--- src/rtl/dcache_port_arbiter_pkg.sv ---
// Shared state encoding, tag fields and port ids for the D-cache port arbiter.
package dcache_arb_pkg;

  typedef enum logic [1:0] {IDLE, REQ, WAIT_WRACK, WAIT_RESP} arb_state_t;

  localparam logic       READ     = 1'b0;
  localparam logic       WRITE    = 1'b1;
  localparam logic [1:0] MEMORY   = 2'b10;
  localparam logic [2:0] DATA     = 3'b001;

  localparam logic       PORT_WB  = 1'b0;
  localparam logic       PORT_MEM = 1'b1;

  // Tag layout is {rw, MEMORY, DATA, 7'b0}, 13 bits in total.
  function automatic logic [12:0] make_tag(input logic rw);
    return {rw, MEMORY, DATA, 7'b0};
  endfunction

endpackage

--- src/rtl/dcache_port_arbiter_if.sv ---
// Requester and D-cache handshake bundle; the arbiter uses the slave view.
interface dcache_port_arbiter_if #(
  parameter int ADDR_W = 64,
  parameter int DATA_W = 64,
  parameter int TAG_W  = 13
);
  logic              m0_reqcyc;
  logic [ADDR_W-1:0] m0_req;
  logic [DATA_W-1:0] m0_reqdata;
  logic [TAG_W-1:0]  m0_reqtag;
  logic              m0_reqack;
  logic              m0_writeack;

  logic              m1_reqcyc;
  logic [ADDR_W-1:0] m1_req;
  logic [TAG_W-1:0]  m1_reqtag;
  logic              m1_reqack;
  logic              m1_respcyc;
  logic [DATA_W-1:0] m1_resp;
  logic [TAG_W-1:0]  m1_resptag;
  logic              m1_respack;

  logic              c_reqcyc;
  logic [ADDR_W-1:0] c_req;
  logic [DATA_W-1:0] c_reqdata;
  logic [TAG_W-1:0]  c_reqtag;
  logic              c_reqack;
  logic              c_respcyc;
  logic [DATA_W-1:0] c_resp;
  logic [TAG_W-1:0]  c_resptag;
  logic              c_respack;
  logic              c_writeack;

  modport slave (
    input  m0_reqcyc, m0_req, m0_reqdata, m0_reqtag,
    output m0_reqack, m0_writeack,
    input  m1_reqcyc, m1_req, m1_reqtag, m1_respack,
    output m1_reqack, m1_respcyc, m1_resp, m1_resptag,
    output c_reqcyc, c_req, c_reqdata, c_reqtag, c_respack,
    input  c_reqack, c_respcyc, c_resp, c_resptag, c_writeack
  );

  modport master (
    output m0_reqcyc, m0_req, m0_reqdata, m0_reqtag,
    input  m0_reqack, m0_writeack,
    output m1_reqcyc, m1_req, m1_reqtag, m1_respack,
    input  m1_reqack, m1_respcyc, m1_resp, m1_resptag,
    input  c_reqcyc, c_req, c_reqdata, c_reqtag, c_respack,
    output c_reqack, c_respcyc, c_resp, c_resptag, c_writeack
  );
endinterface

--- src/rtl/dcache_port_arbiter_pick.sv ---
// Grant selection between write-back and memory-fetch, with a write-streak
// counter that forces a read grant once writes have starved port 1 long enough.
module dcache_arb_pick
  import dcache_arb_pkg::*;
#(
  parameter int MAX_WR_STREAK = 4
) (
  input  logic clk,
  input  logic reset,
  input  logic m0_reqcyc,
  input  logic m1_reqcyc,
  input  logic idle,
  output logic grant_valid,
  output logic grant_id
);

  localparam int            SW         = $clog2(MAX_WR_STREAK + 1);
  localparam logic [SW-1:0] STREAK_MAX = SW'(MAX_WR_STREAK);

  logic [SW-1:0] streak;
  logic          starve;

  assign starve      = (streak == STREAK_MAX);
  assign grant_valid = idle && (m0_reqcyc || m1_reqcyc);
  assign grant_id    = (m1_reqcyc && (!m0_reqcyc || starve)) ? PORT_MEM : PORT_WB;

  // Only IDLE cycles matter: that is where grants are made and where an
  // absent read request resets the starvation history.
  always_ff @(posedge clk or posedge reset) begin
    if (reset) begin
      streak <= '0;
    end else if (idle) begin
      if (!m1_reqcyc || grant_id == PORT_MEM) begin
        streak <= '0;
      end else if (!starve) begin
        streak <= streak + 1'b1;
      end
    end
  end

endmodule

--- src/rtl/dcache_port_arbiter.sv ---
// Shares the D-cache core port between write-back (port 0) and memory-fetch
// (port 1): one transaction at a time, acks and read data routed to the owner.
module dcache_port_arbiter
  import dcache_arb_pkg::*;
#(
  parameter int ADDR_W        = 64,
  parameter int DATA_W        = 64,
  parameter int TAG_W         = 13,
  parameter int MAX_WR_STREAK = 4
) (
  input  logic                  clk,
  input  logic                  reset,
  dcache_port_arbiter_if.slave  bus,
  output logic                  busy,
  output logic                  grant_id
);

  arb_state_t        state;
  logic              idle, in_req, in_wrack, in_resp, owner_wb;
  logic              grant_valid, pick_id;
  logic [ADDR_W-1:0] pick_req;
  logic [DATA_W-1:0] pick_data;
  logic [TAG_W-1:0]  pick_tag;

  assign idle     = (state == IDLE);
  assign in_req   = (state == REQ);
  assign in_wrack = (state == WAIT_WRACK);
  assign in_resp  = (state == WAIT_RESP);
  assign owner_wb = (grant_id == PORT_WB);

  dcache_arb_pick #(.MAX_WR_STREAK(MAX_WR_STREAK)) u_pick (
    .clk         (clk),
    .reset       (reset),
    .m0_reqcyc   (bus.m0_reqcyc),
    .m1_reqcyc   (bus.m1_reqcyc),
    .idle        (idle),
    .grant_valid (grant_valid),
    .grant_id    (pick_id)
  );

  assign pick_req  = (pick_id == PORT_MEM) ? bus.m1_req    : bus.m0_req;
  assign pick_data = (pick_id == PORT_MEM) ? '0            : bus.m0_reqdata;
  assign pick_tag  = (pick_id == PORT_MEM) ? bus.m1_reqtag : bus.m0_reqtag;

  // The request is latched at grant so a requester dropping reqcyc later
  // cannot disturb the cache-side request or cancel the transaction.
  always_ff @(posedge clk or posedge reset) begin
    if (reset) begin
      state         <= IDLE;
      busy          <= 1'b0;
      grant_id      <= PORT_WB;
      bus.c_reqcyc  <= 1'b0;
      bus.c_req     <= '0;
      bus.c_reqdata <= '0;
      bus.c_reqtag  <= '0;
    end else begin
      case (state)
        IDLE: begin
          if (grant_valid) begin
            state         <= REQ;
            busy          <= 1'b1;
            grant_id      <= pick_id;
            bus.c_reqcyc  <= 1'b1;
            bus.c_req     <= pick_req;
            bus.c_reqdata <= pick_data;
            bus.c_reqtag  <= pick_tag;
          end
        end
        REQ: begin
          if (bus.c_reqack) begin
            bus.c_reqcyc <= 1'b0;
            if (!owner_wb) begin
              state <= WAIT_RESP;
            end else if (bus.c_writeack) begin
              state    <= IDLE;
              busy     <= 1'b0;
              grant_id <= PORT_WB;
            end else begin
              state <= WAIT_WRACK;
            end
          end
        end
        WAIT_WRACK: begin
          if (bus.c_writeack) begin
            state    <= IDLE;
            busy     <= 1'b0;
            grant_id <= PORT_WB;
          end
        end
        WAIT_RESP: begin
          if (bus.c_respcyc && bus.m1_respack) begin
            state    <= IDLE;
            busy     <= 1'b0;
            grant_id <= PORT_WB;
          end
        end
        default: state <= IDLE;
      endcase
    end
  end

  assign bus.m0_reqack   = in_req && owner_wb && bus.c_reqack;
  assign bus.m1_reqack   = in_req && !owner_wb && bus.c_reqack;
  assign bus.m0_writeack = owner_wb && bus.c_writeack && (in_wrack || (in_req && bus.c_reqack));

  // Response path is a pure pass-through, gated so stray responses are dropped.
  assign bus.m1_respcyc  = in_resp && bus.c_respcyc;
  assign bus.m1_resp     = in_resp ? bus.c_resp : '0;
  assign bus.m1_resptag  = in_resp ? bus.c_resptag : '0;
  assign bus.c_respack   = in_resp && bus.m1_respack;

endmodule
--- src/flat_wrapper.sv ---
// flat-port wrapper written by rule: the top's interface ports become plain ports
module dcache_port_arbiter_flat import dcache_arb_pkg::*;
#(
  parameter int ADDR_W        = 64,
  parameter int DATA_W        = 64,
  parameter int TAG_W         = 13,
  parameter int MAX_WR_STREAK = 4
)
  (clk, reset, busy, grant_id, bus_m0_reqcyc, bus_m0_req, bus_m0_reqdata, bus_m0_reqtag, bus_m0_reqack, bus_m0_writeack, bus_m1_reqcyc, bus_m1_req, bus_m1_reqtag, bus_m1_respack, bus_m1_reqack, bus_m1_respcyc, bus_m1_resp, bus_m1_resptag, bus_c_reqcyc, bus_c_req, bus_c_reqdata, bus_c_reqtag, bus_c_respack, bus_c_reqack, bus_c_respcyc, bus_c_resp, bus_c_resptag, bus_c_writeack);
  dcache_port_arbiter_if #(.ADDR_W(ADDR_W), .DATA_W(DATA_W), .TAG_W(TAG_W)) bus_i ();
  input  logic clk;
  input  logic reset;
  output logic busy;
  output logic grant_id;
  input wire logic [$bits(bus_i.m0_reqcyc)-1:0] bus_m0_reqcyc;
  input wire logic [$bits(bus_i.m0_req)-1:0] bus_m0_req;
  input wire logic [$bits(bus_i.m0_reqdata)-1:0] bus_m0_reqdata;
  input wire logic [$bits(bus_i.m0_reqtag)-1:0] bus_m0_reqtag;
  output wire logic [$bits(bus_i.m0_reqack)-1:0] bus_m0_reqack;
  output wire logic [$bits(bus_i.m0_writeack)-1:0] bus_m0_writeack;
  input wire logic [$bits(bus_i.m1_reqcyc)-1:0] bus_m1_reqcyc;
  input wire logic [$bits(bus_i.m1_req)-1:0] bus_m1_req;
  input wire logic [$bits(bus_i.m1_reqtag)-1:0] bus_m1_reqtag;
  input wire logic [$bits(bus_i.m1_respack)-1:0] bus_m1_respack;
  output wire logic [$bits(bus_i.m1_reqack)-1:0] bus_m1_reqack;
  output wire logic [$bits(bus_i.m1_respcyc)-1:0] bus_m1_respcyc;
  output wire logic [$bits(bus_i.m1_resp)-1:0] bus_m1_resp;
  output wire logic [$bits(bus_i.m1_resptag)-1:0] bus_m1_resptag;
  output wire logic [$bits(bus_i.c_reqcyc)-1:0] bus_c_reqcyc;
  output wire logic [$bits(bus_i.c_req)-1:0] bus_c_req;
  output wire logic [$bits(bus_i.c_reqdata)-1:0] bus_c_reqdata;
  output wire logic [$bits(bus_i.c_reqtag)-1:0] bus_c_reqtag;
  output wire logic [$bits(bus_i.c_respack)-1:0] bus_c_respack;
  input wire logic [$bits(bus_i.c_reqack)-1:0] bus_c_reqack;
  input wire logic [$bits(bus_i.c_respcyc)-1:0] bus_c_respcyc;
  input wire logic [$bits(bus_i.c_resp)-1:0] bus_c_resp;
  input wire logic [$bits(bus_i.c_resptag)-1:0] bus_c_resptag;
  input wire logic [$bits(bus_i.c_writeack)-1:0] bus_c_writeack;
  assign bus_i.m0_reqcyc = bus_m0_reqcyc;
  assign bus_i.m0_req = bus_m0_req;
  assign bus_i.m0_reqdata = bus_m0_reqdata;
  assign bus_i.m0_reqtag = bus_m0_reqtag;
  assign bus_m0_reqack = bus_i.m0_reqack;
  assign bus_m0_writeack = bus_i.m0_writeack;
  assign bus_i.m1_reqcyc = bus_m1_reqcyc;
  assign bus_i.m1_req = bus_m1_req;
  assign bus_i.m1_reqtag = bus_m1_reqtag;
  assign bus_i.m1_respack = bus_m1_respack;
  assign bus_m1_reqack = bus_i.m1_reqack;
  assign bus_m1_respcyc = bus_i.m1_respcyc;
  assign bus_m1_resp = bus_i.m1_resp;
  assign bus_m1_resptag = bus_i.m1_resptag;
  assign bus_c_reqcyc = bus_i.c_reqcyc;
  assign bus_c_req = bus_i.c_req;
  assign bus_c_reqdata = bus_i.c_reqdata;
  assign bus_c_reqtag = bus_i.c_reqtag;
  assign bus_c_respack = bus_i.c_respack;
  assign bus_i.c_reqack = bus_c_reqack;
  assign bus_i.c_respcyc = bus_c_respcyc;
  assign bus_i.c_resp = bus_c_resp;
  assign bus_i.c_resptag = bus_c_resptag;
  assign bus_i.c_writeack = bus_c_writeack;
  dcache_port_arbiter #(.ADDR_W(ADDR_W), .DATA_W(DATA_W), .TAG_W(TAG_W), .MAX_WR_STREAK(MAX_WR_STREAK)) u_core (.clk(clk), .reset(reset), .bus(bus_i), .busy(busy), .grant_id(grant_id));
endmodule
--- config.mk ---
export PLATFORM = sky130hd
export DESIGN_NAME = dcache_port_arbiter_flat
export DESIGN_NICKNAME = d
export VERILOG_FILES = /design/src/rtl/dcache_port_arbiter_pkg.sv /design/src/rtl/dcache_port_arbiter_if.sv /design/src/rtl/dcache_port_arbiter_pick.sv /design/src/rtl/dcache_port_arbiter.sv /design/src/flat_wrapper.sv
export SDC_FILE = /design/constraint.sdc
export NUM_CORES = 1
export LEC_CHECK = 0
export ABC_AREA = 1
export CORE_AREA = 8 8 199 201
export CTS_CLUSTER_SIZE = 12
export DETAILED_ROUTE_END_ITERATION = 8
export DIE_AREA = 0 0 207 209
export MAX_ROUTING_LAYER = met4
export PLACE_DENSITY = 0.57
export SYNTH_ARGS = -nofsm -noshare
export SYNTH_HDL_FRONTEND = slang
export SYNTH_HIERARCHICAL = 1
export SYNTH_SLANG_ARGS = --single-unit
--- constraint.sdc ---
create_clock -name clk -period 4.03 [get_ports clk]
set_input_delay 0.403 -clock clk [delete_from_list [all_inputs] [get_ports clk]]
set_output_delay 0.403 -clock clk [all_outputs]
set_load 0.03 [all_outputs]
==> results.sh, run 1 <==
export IMPL_postCtsSetupBuffers=0
export IMPL_clkPwrFrac_pct=15.6
export IMPL_critPathMaxFanout=32
export IMPL_power_leakage_uw=0.00617
export IMPL_p_int_uw=5340
export IMPL_synth_area_um2=7560
export IMPL_skew_ns=0.00838
export IMPL_cts_max_path_buffers=2
export IMPL_final_util_pct=37.9
export IMPL_ys_flop_type="dfrtp_1"
export IMPL_grt_pass1_wl_mm=53.7
export IMPL_nets=1768
export IMPL_worst_pin_slew_ns=1.02
export IMPL_syn_area_per_cell_um2=7.89
export IMPL_rows=70
export IMPL_ys_types=22
export IMPL_drtIter0Drc=411
export IMPL_core_area_um2=36300
export IMPL_syn_inst=958
export IMPL_clk_pin_slew_worst_paths_ns=0.07
export IMPL_dp_hpwl_mm=27.9
export IMPL_path_class="reg -> out"
export IMPL_drtPass1Iterations=4
export IMPL_cts_tree="done"
export IMPL_cts_root_buf="clkbuf_16"
export IMPL_seqPwrFrac_pct=26.4
export IMPL_synth_commonest_cells="321 x nand2_1, 149 x dfrtp_1, 97 x inv_1"
export IMPL_die_y_um=209
export IMPL_wl_per_cell_um=18.5
export IMPL_dpl_cell_area_um2=13200
export IMPL_ys_warn_count=6
export IMPL_start_kind="register"
export IMPL_drc_errors=0
export IMPL_pwr_share_comb_pct=58.0
export IMPL_switching_share_pct=46.2
export IMPL_worstSetupEndpointType="output port"
export IMPL_worstPathArrival_ns=2.60
export IMPL_cts_resized=0
export IMPL_fin_total_pwr_uw=9940
export IMPL_finalCritPeriodShare_pct=74.6
export IMPL_fp_dieW_um=207
export IMPL_cts_hold_buf=0
export IMPL_ioPinCount=529
export IMPL_grtUsageTotal_pct=16.6
export IMPL_rsz0062_at_grt="no"
export IMPL_final_area_um2=13700
export IMPL_grt_pass1_vias=8429
export IMPL_vias=8066
export IMPL_ys_seq_elements=149
export IMPL_area_delta_synth_final_pct=81.7
export IMPL_grt_max_degree=106
export IMPL_start_util_pct=20.8
export IMPL_cts_htree_levels=4
export IMPL_hold_viol_final=0
export IMPL_yosys_area_top_type_share_pct=49.3
export IMPL_async_flop_share_pct=100
export IMPL_synth_top_area_cell="dfrtp_1"
export IMPL_synth_fp_nets=1269
export IMPL_dieArea_um2=43300
export IMPL_min_path_type="in -> async"
export IMPL_io_buffers=528
export IMPL_finalSetupTns_ns=0
export IMPL_synth_edf_count=0
export IMPL_slew_viol_final=0
export IMPL_slew_headroom_pct=32.0
export IMPL_grt_overflow_total=0
export IMPL_ir_worst_vdd_mv=0.412
export IMPL_outcome="completed"
export IMPL_setup_viol=0
export IMPL_yosysSeqAreaShare_pct=49.3
export IMPL_switchingPower_uw=4600
export IMPL_avgViaCountPerCell=4.16
export IMPL_insertion_delay_ns=0.45
export IMPL_max_cap_violations=0
export IMPL_ant_nets=0
export IMPL_synthTopCellsByArea="dfrtp_1 49%, nand2_1 16%, a21oi_2 7.0%, a21oi_1 6.3%, inv_1 4.8%"
export IMPL_cts_buffers=17
export IMPL_drive_above_1_share_pct=7.55
export IMPL_max_freq_mhz=333
export IMPL_cp_required_ns=3.63
export IMPL_gp_congestion=0.837
export IMPL_cts_sinks=149
export IMPL_yosysMostFrequentCell="nand2_1"
export IMPL_p_per_area_nw_per_um2=724
export IMPL_wl_mm=35.8
export IMPL_fin_crit_ns=3.01
export IMPL_antenna_found_initial=0
[worst paths after layout]
path,startpoint,endpoint,slack (ns),cells after the start
min in group clk,u_core/bus.c_reqcyc$_DFFE_PP0P_,u_core/bus.c_reqcyc$_DFFE_PP0P_,0.47,2
setup / recovery,u_core/state[0]$_DFFE_PP0P_,bus_m1_resptag[1],1.02,5
max in group asynchronous,reset,u_core/bus.c_reqdata[7]$_DFFE_PP0P_,2.89,3
hold reg to reg,u_core/bus.c_reqcyc$_DFFE_PP0P_,u_core/bus.c_reqcyc$_DFFE_PP0P_,0.47,2
setup reg to reg,u_core/state[1]$_DFFE_PP0P_,u_core/bus.c_req[30]$_DFFE_PP0P_,1.49,9
hold / removal,reset,u_core/u_pick/streak[2]$_DFFE_PP0P_,0.21,2
[placed cells by master (no fill, tap or decap), types with 17 or more instances in the layout]
master           netlist  layout
a21oi_2               60      60
nor2_1                85      85
inv_1                 97      96
o21ai_0               46      46
nand2_1              321     321
clkbuf_16              0      17
o21ai_1               22      22
a21oi_1               95      95
clkdlybuf4s50_1        0     528
dfrtp_1              149     149
[sequential cells by signal, summed over array words and instances, names as in the netlist]
signal and count:
u_core/bus.c_req 64, u_core/bus.c_reqcyc 1, u_core/bus.c_reqdata 64, u_core/bus.c_reqtag 13, u_core/busy 1, u_core/grant_id 1
u_core/state 2, u_core/u_pick/streak 3
[power by group through the flow]
stage          Combinational (uW)  Clock [uW]  Sequential, uW
5_1_grt                      6220        1680            2720
3_3_place_gp                 5810           0            2630
6_report                     5770        1550            2620
2_1_floorplan                2120           0            3920
4_1_cts                      5860        1620            2630
3_5_place_dp                 5850           0            2640
[through the flow]
step / cells / hold WS [ns] / setup WS, ns
final: 1939 / 0.213 / 1.02
after global routing: 1938 / 0.226 / 0.838
after CTS: 1938 / 0.178 / 0.960
after detailed placement: 1906 / 0.465 / 1.31
after global placement: 1906 / 0.465 / 1.35
after floorplan: 958 / 0.157 / 1.79
[critical path: stages, from the launching register on]
cell and delay (ns):
dfrtp_1 0.42, ha_2 0.47, buf_4 0.38, nand2_1 0.09, inv_1 0.06, clkdlybuf4s50_1 0.72
[routing by layer]
metal	track usage, %	routed length, um	up-vias
met2	28.8	18200	320
met1	17.8	14400	3738
met3	6.27	2720	31
li1	-	-	3977
met4	4.12	499	0
met5	-	0	-
[layout make-up]
| cell class | count | area (um2) |
|---|---|---|
| repair buffers | 543 | 5440 |
| fillers | 3773 | 22500 |
| clock buffers | 21 | 450 |
| multi-input cells | 647 | 3050 |
| clock inverters | 11 | 105 |
| well taps | 468 | 586 |
| inverters | 99 | 378 |
| diodes | 1 | 2.50 |
| flip-flops and latches | 149 | 3730 |
[kinds of logic (layout without fill, tap and decap cells)]
logic type	count (synthesis)	count (layout)	synth area share [%]
AO/OA/AOI/OAI	224	224	17.8
adder cells (fa/ha/maj)	8	8	1.32
buffers and inverters	162	674	10.7
flip-flops	149	149	49.3
other	0	1	0
AND/OR/NAND/NOR	415	415	20.8
No activity file was read; power rests on OpenSTA's default activity.
==> inputs of run 2 (changes only) <==
--- a/config.mk
+++ b/config.mk
@@ -11,7 +11,7 @@
 export DETAILED_ROUTE_END_ITERATION = 8
 export DIE_AREA = 0 0 207 209
 export MAX_ROUTING_LAYER = met4
-export PLACE_DENSITY = 0.57
+export PLACE_DENSITY = 0.56
 export SYNTH_ARGS = -nofsm -noshare
 export SYNTH_HDL_FRONTEND = slang
 export SYNTH_HIERARCHICAL = 1
==> constraint.sdc (replaced) <==
create_clock -name clk -period 3 [get_ports clk]
set_input_delay 0.3 -clock clk [delete_from_list [all_inputs] [get_ports clk]]
set_output_delay 0.3 -clock clk [all_outputs]
set_load 0.03 [all_outputs]
==> run 2 against run 1 <==
Critical path depth stayed put. Core utilization up 0.16 points. Global-route usage fell by 0.15 points. Power rose by 35%. Critical path type unchanged. Sequential power rose by 35%. Largest power group unchanged. Via count is 0.21% lower. First-iteration DRC count is 8.8% lower.
==> results.sh, run 2 (synthesized netlist as in run 1, its figures left out) <==
export IMPL_outcome="completed"
export IMPL_grt_pass1_wl_mm=53.6
export IMPL_avgViaCountPerCell=4.15
export IMPL_grt_max_degree=94
export IMPL_n_fill_cell=3788
export IMPL_cts_max_path_buffers=2
export IMPL_fp_dieW_um=207
export IMPL_critPathMaxFanout=80
export IMPL_wl_mm=35.6
export IMPL_gp_congestion=0.843
export IMPL_nets=1769
export IMPL_drive_above_1_share_pct=7.61
export IMPL_highest_layer="met4"
export IMPL_cts_hold_buf=0
export IMPL_finalCritPeriodShare_pct=87.1
export IMPL_wl_met3_mm=3.19
export IMPL_fin_total_pwr_uw=13400
export IMPL_cts_tree="done"
export IMPL_dpl_cell_area_um2=13200
export IMPL_insertion_delay_ns=0.45
export IMPL_rrSetupSlack_ns=0.58
export IMPL_drtIter0Drc=375
export IMPL_met1_length_mm=13.9
export IMPL_dieArea_um2=43300
export IMPL_place_ws_ns=0.490
export IMPL_cts_sinks=149
export IMPL_reg_largest_list="u_core/bus.c_req (64), u_core/bus.c_reqdata (64), u_core/bus.c_reqtag (13)"
export IMPL_setup_viol=0
export IMPL_io_buffers=528
export IMPL_cts_htree_levels=4
export IMPL_drtPass1Iterations=4
export IMPL_grt_overflow_total=0
export IMPL_area_delta_synth_final_pct=82.5
export IMPL_hold_viol_final=0
export IMPL_ff2ff_path_depth=8
export IMPL_postCtsSetupBuffers=0
export IMPL_final_common_cell="clkdlybuf4s50_1"
export IMPL_power_leakage_uw=0.00620
export IMPL_timing_rr_end="u_core/bus.c_req[51]$_DFFE_PP0P_"
export IMPL_fin_crit_ns=2.61
export IMPL_skew_ns=0.0195
export IMPL_path_class="reg -> out"
export IMPL_r2r_start="u_core/state[1]$_DFFE_PP0P_"
export IMPL_final_area_um2=13800
export IMPL_p_per_area_nw_per_um2=972
export IMPL_max_cap_violations=0
export IMPL_start_kind="register"
export IMPL_slew_viol_final=0
export IMPL_vias=8049
export IMPL_die_y_um=209
export IMPL_core_area_um2=36300
export IMPL_max_freq_mhz=383
export IMPL_rsz0062_at_grt="no"
export IMPL_cts_buffers=17
export IMPL_wl_per_cell_um=18.3
export IMPL_ioPinCount=529
export IMPL_cts_root_buf="clkbuf_16"
export IMPL_dr_wl_met2_mm=17.7
export IMPL_grtUsageTotal_pct=16.5
export IMPL_crit_chain="ha_2, buf_12, nand2_1, inv_1, clkdlybuf4s50_1"
export IMPL_cts_resized=0
export IMPL_cp_slowest_cell="clkdlybuf4s50_1"
export IMPL_clk_pin_slew_worst_paths_ns=0.06
export IMPL_ant_nets=0
export IMPL_drc_errors=0
export IMPL_start_util_pct=20.8
export IMPL_grt_pass1_vias=8513
export IMPL_antenna_found_initial=2
export IMPL_rows=70
export IMPL_fin_ws_ns=0.386
export IMPL_worstSetupEndpointType="output port"
export IMPL_cp_required_ns=2.70
export IMPL_layout_common_cells="528 x clkdlybuf4s50_1, 321 x nand2_1, 149 x dfrtp_1, 96 x inv_1, 95 x a21oi_1"
export IMPL_holdWs_ns=0.113
export IMPL_worst_pin_slew_ns=0.584
export IMPL_finalSetupTns_ns=0
export IMPL_path_buf_inv=3
export IMPL_min_path_type="in -> async"
export IMPL_worst_path_dominant_cell_family="buffers and inverters"
export IMPL_slowest_delay_ns=0.67
export IMPL_worstPathArrival_ns=2.31
export IMPL_dp_hpwl_mm=27.6
export IMPL_slew_headroom_pct=61.0
export IMPL_ir_worst_vdd_mv=0.611
## run 2: cell types whose count changed in the layout (fill, tap and decap cells not counted), sizes merged
cell	delta
diode	+1
clkinvlp	-4
inv	+1
buf	+1
clkinv	+3
## run 2: area by class of cell
type	count	area (um2)	share of cell area (%)
clock buffer	21	450	3.27
tap	468	586	4.25
multi-input combinational	647	3050	22.1
sequential	149	3730	27.0
clock inverter	11	103	0.744
timing repair buffer	544	5490	39.8
antenna	2	5.00	0.0363
inverter	99	378	2.74
## run 2: how the worst max path moves through the flow
stage | depth (start not counted) | end | slack, ns | startpoint
2_1_floorplan | 1 | u_core/bus.c_req[0]$_DFFE_PP0P_ | 0.87 | reset
3_3_place_gp | 7 | u_core/bus.c_req[51]$_DFFE_PP0P_ | 0.51 | bus_m0_reqcyc
3_5_place_dp | 7 | u_core/bus.c_req[51]$_DFFE_PP0P_ | 0.49 | bus_m0_reqcyc
4_1_cts | 5 | bus_m1_resp[18] | 0.32 | u_core/state[0]$_DFFE_PP0P_
5_1_grt | 5 | bus_m1_resp[18] | 0.26 | u_core/state[0]$_DFFE_PP0P_
6_report | 5 | bus_m1_resp[18] | 0.39 | u_core/state[0]$_DFFE_PP0P_
## run 2: per-layer routing
layer	up-vias	global-route usage, %
met5	-	-
met4	0	5.30
met3	38	7.35
met2	333	27.8
met1	3697	17.1
li1	3981	-
## run 2: where the power goes
| group | internal (uW) | switching, uW |
|---|---|---|
| registers | 2980 | 557 |
| logic | 3070 | 4750 |
| clock network | 1160 | 893 |
## run 2: stage by stage
step           instances  util (%)
2_1_floorplan        958         -
4_1_cts             1939      38.0
6_report            1941      38.0
3_5_place_dp        1907      36.5
5_1_grt             1941      38.0
3_3_place_gp        1907      36.5
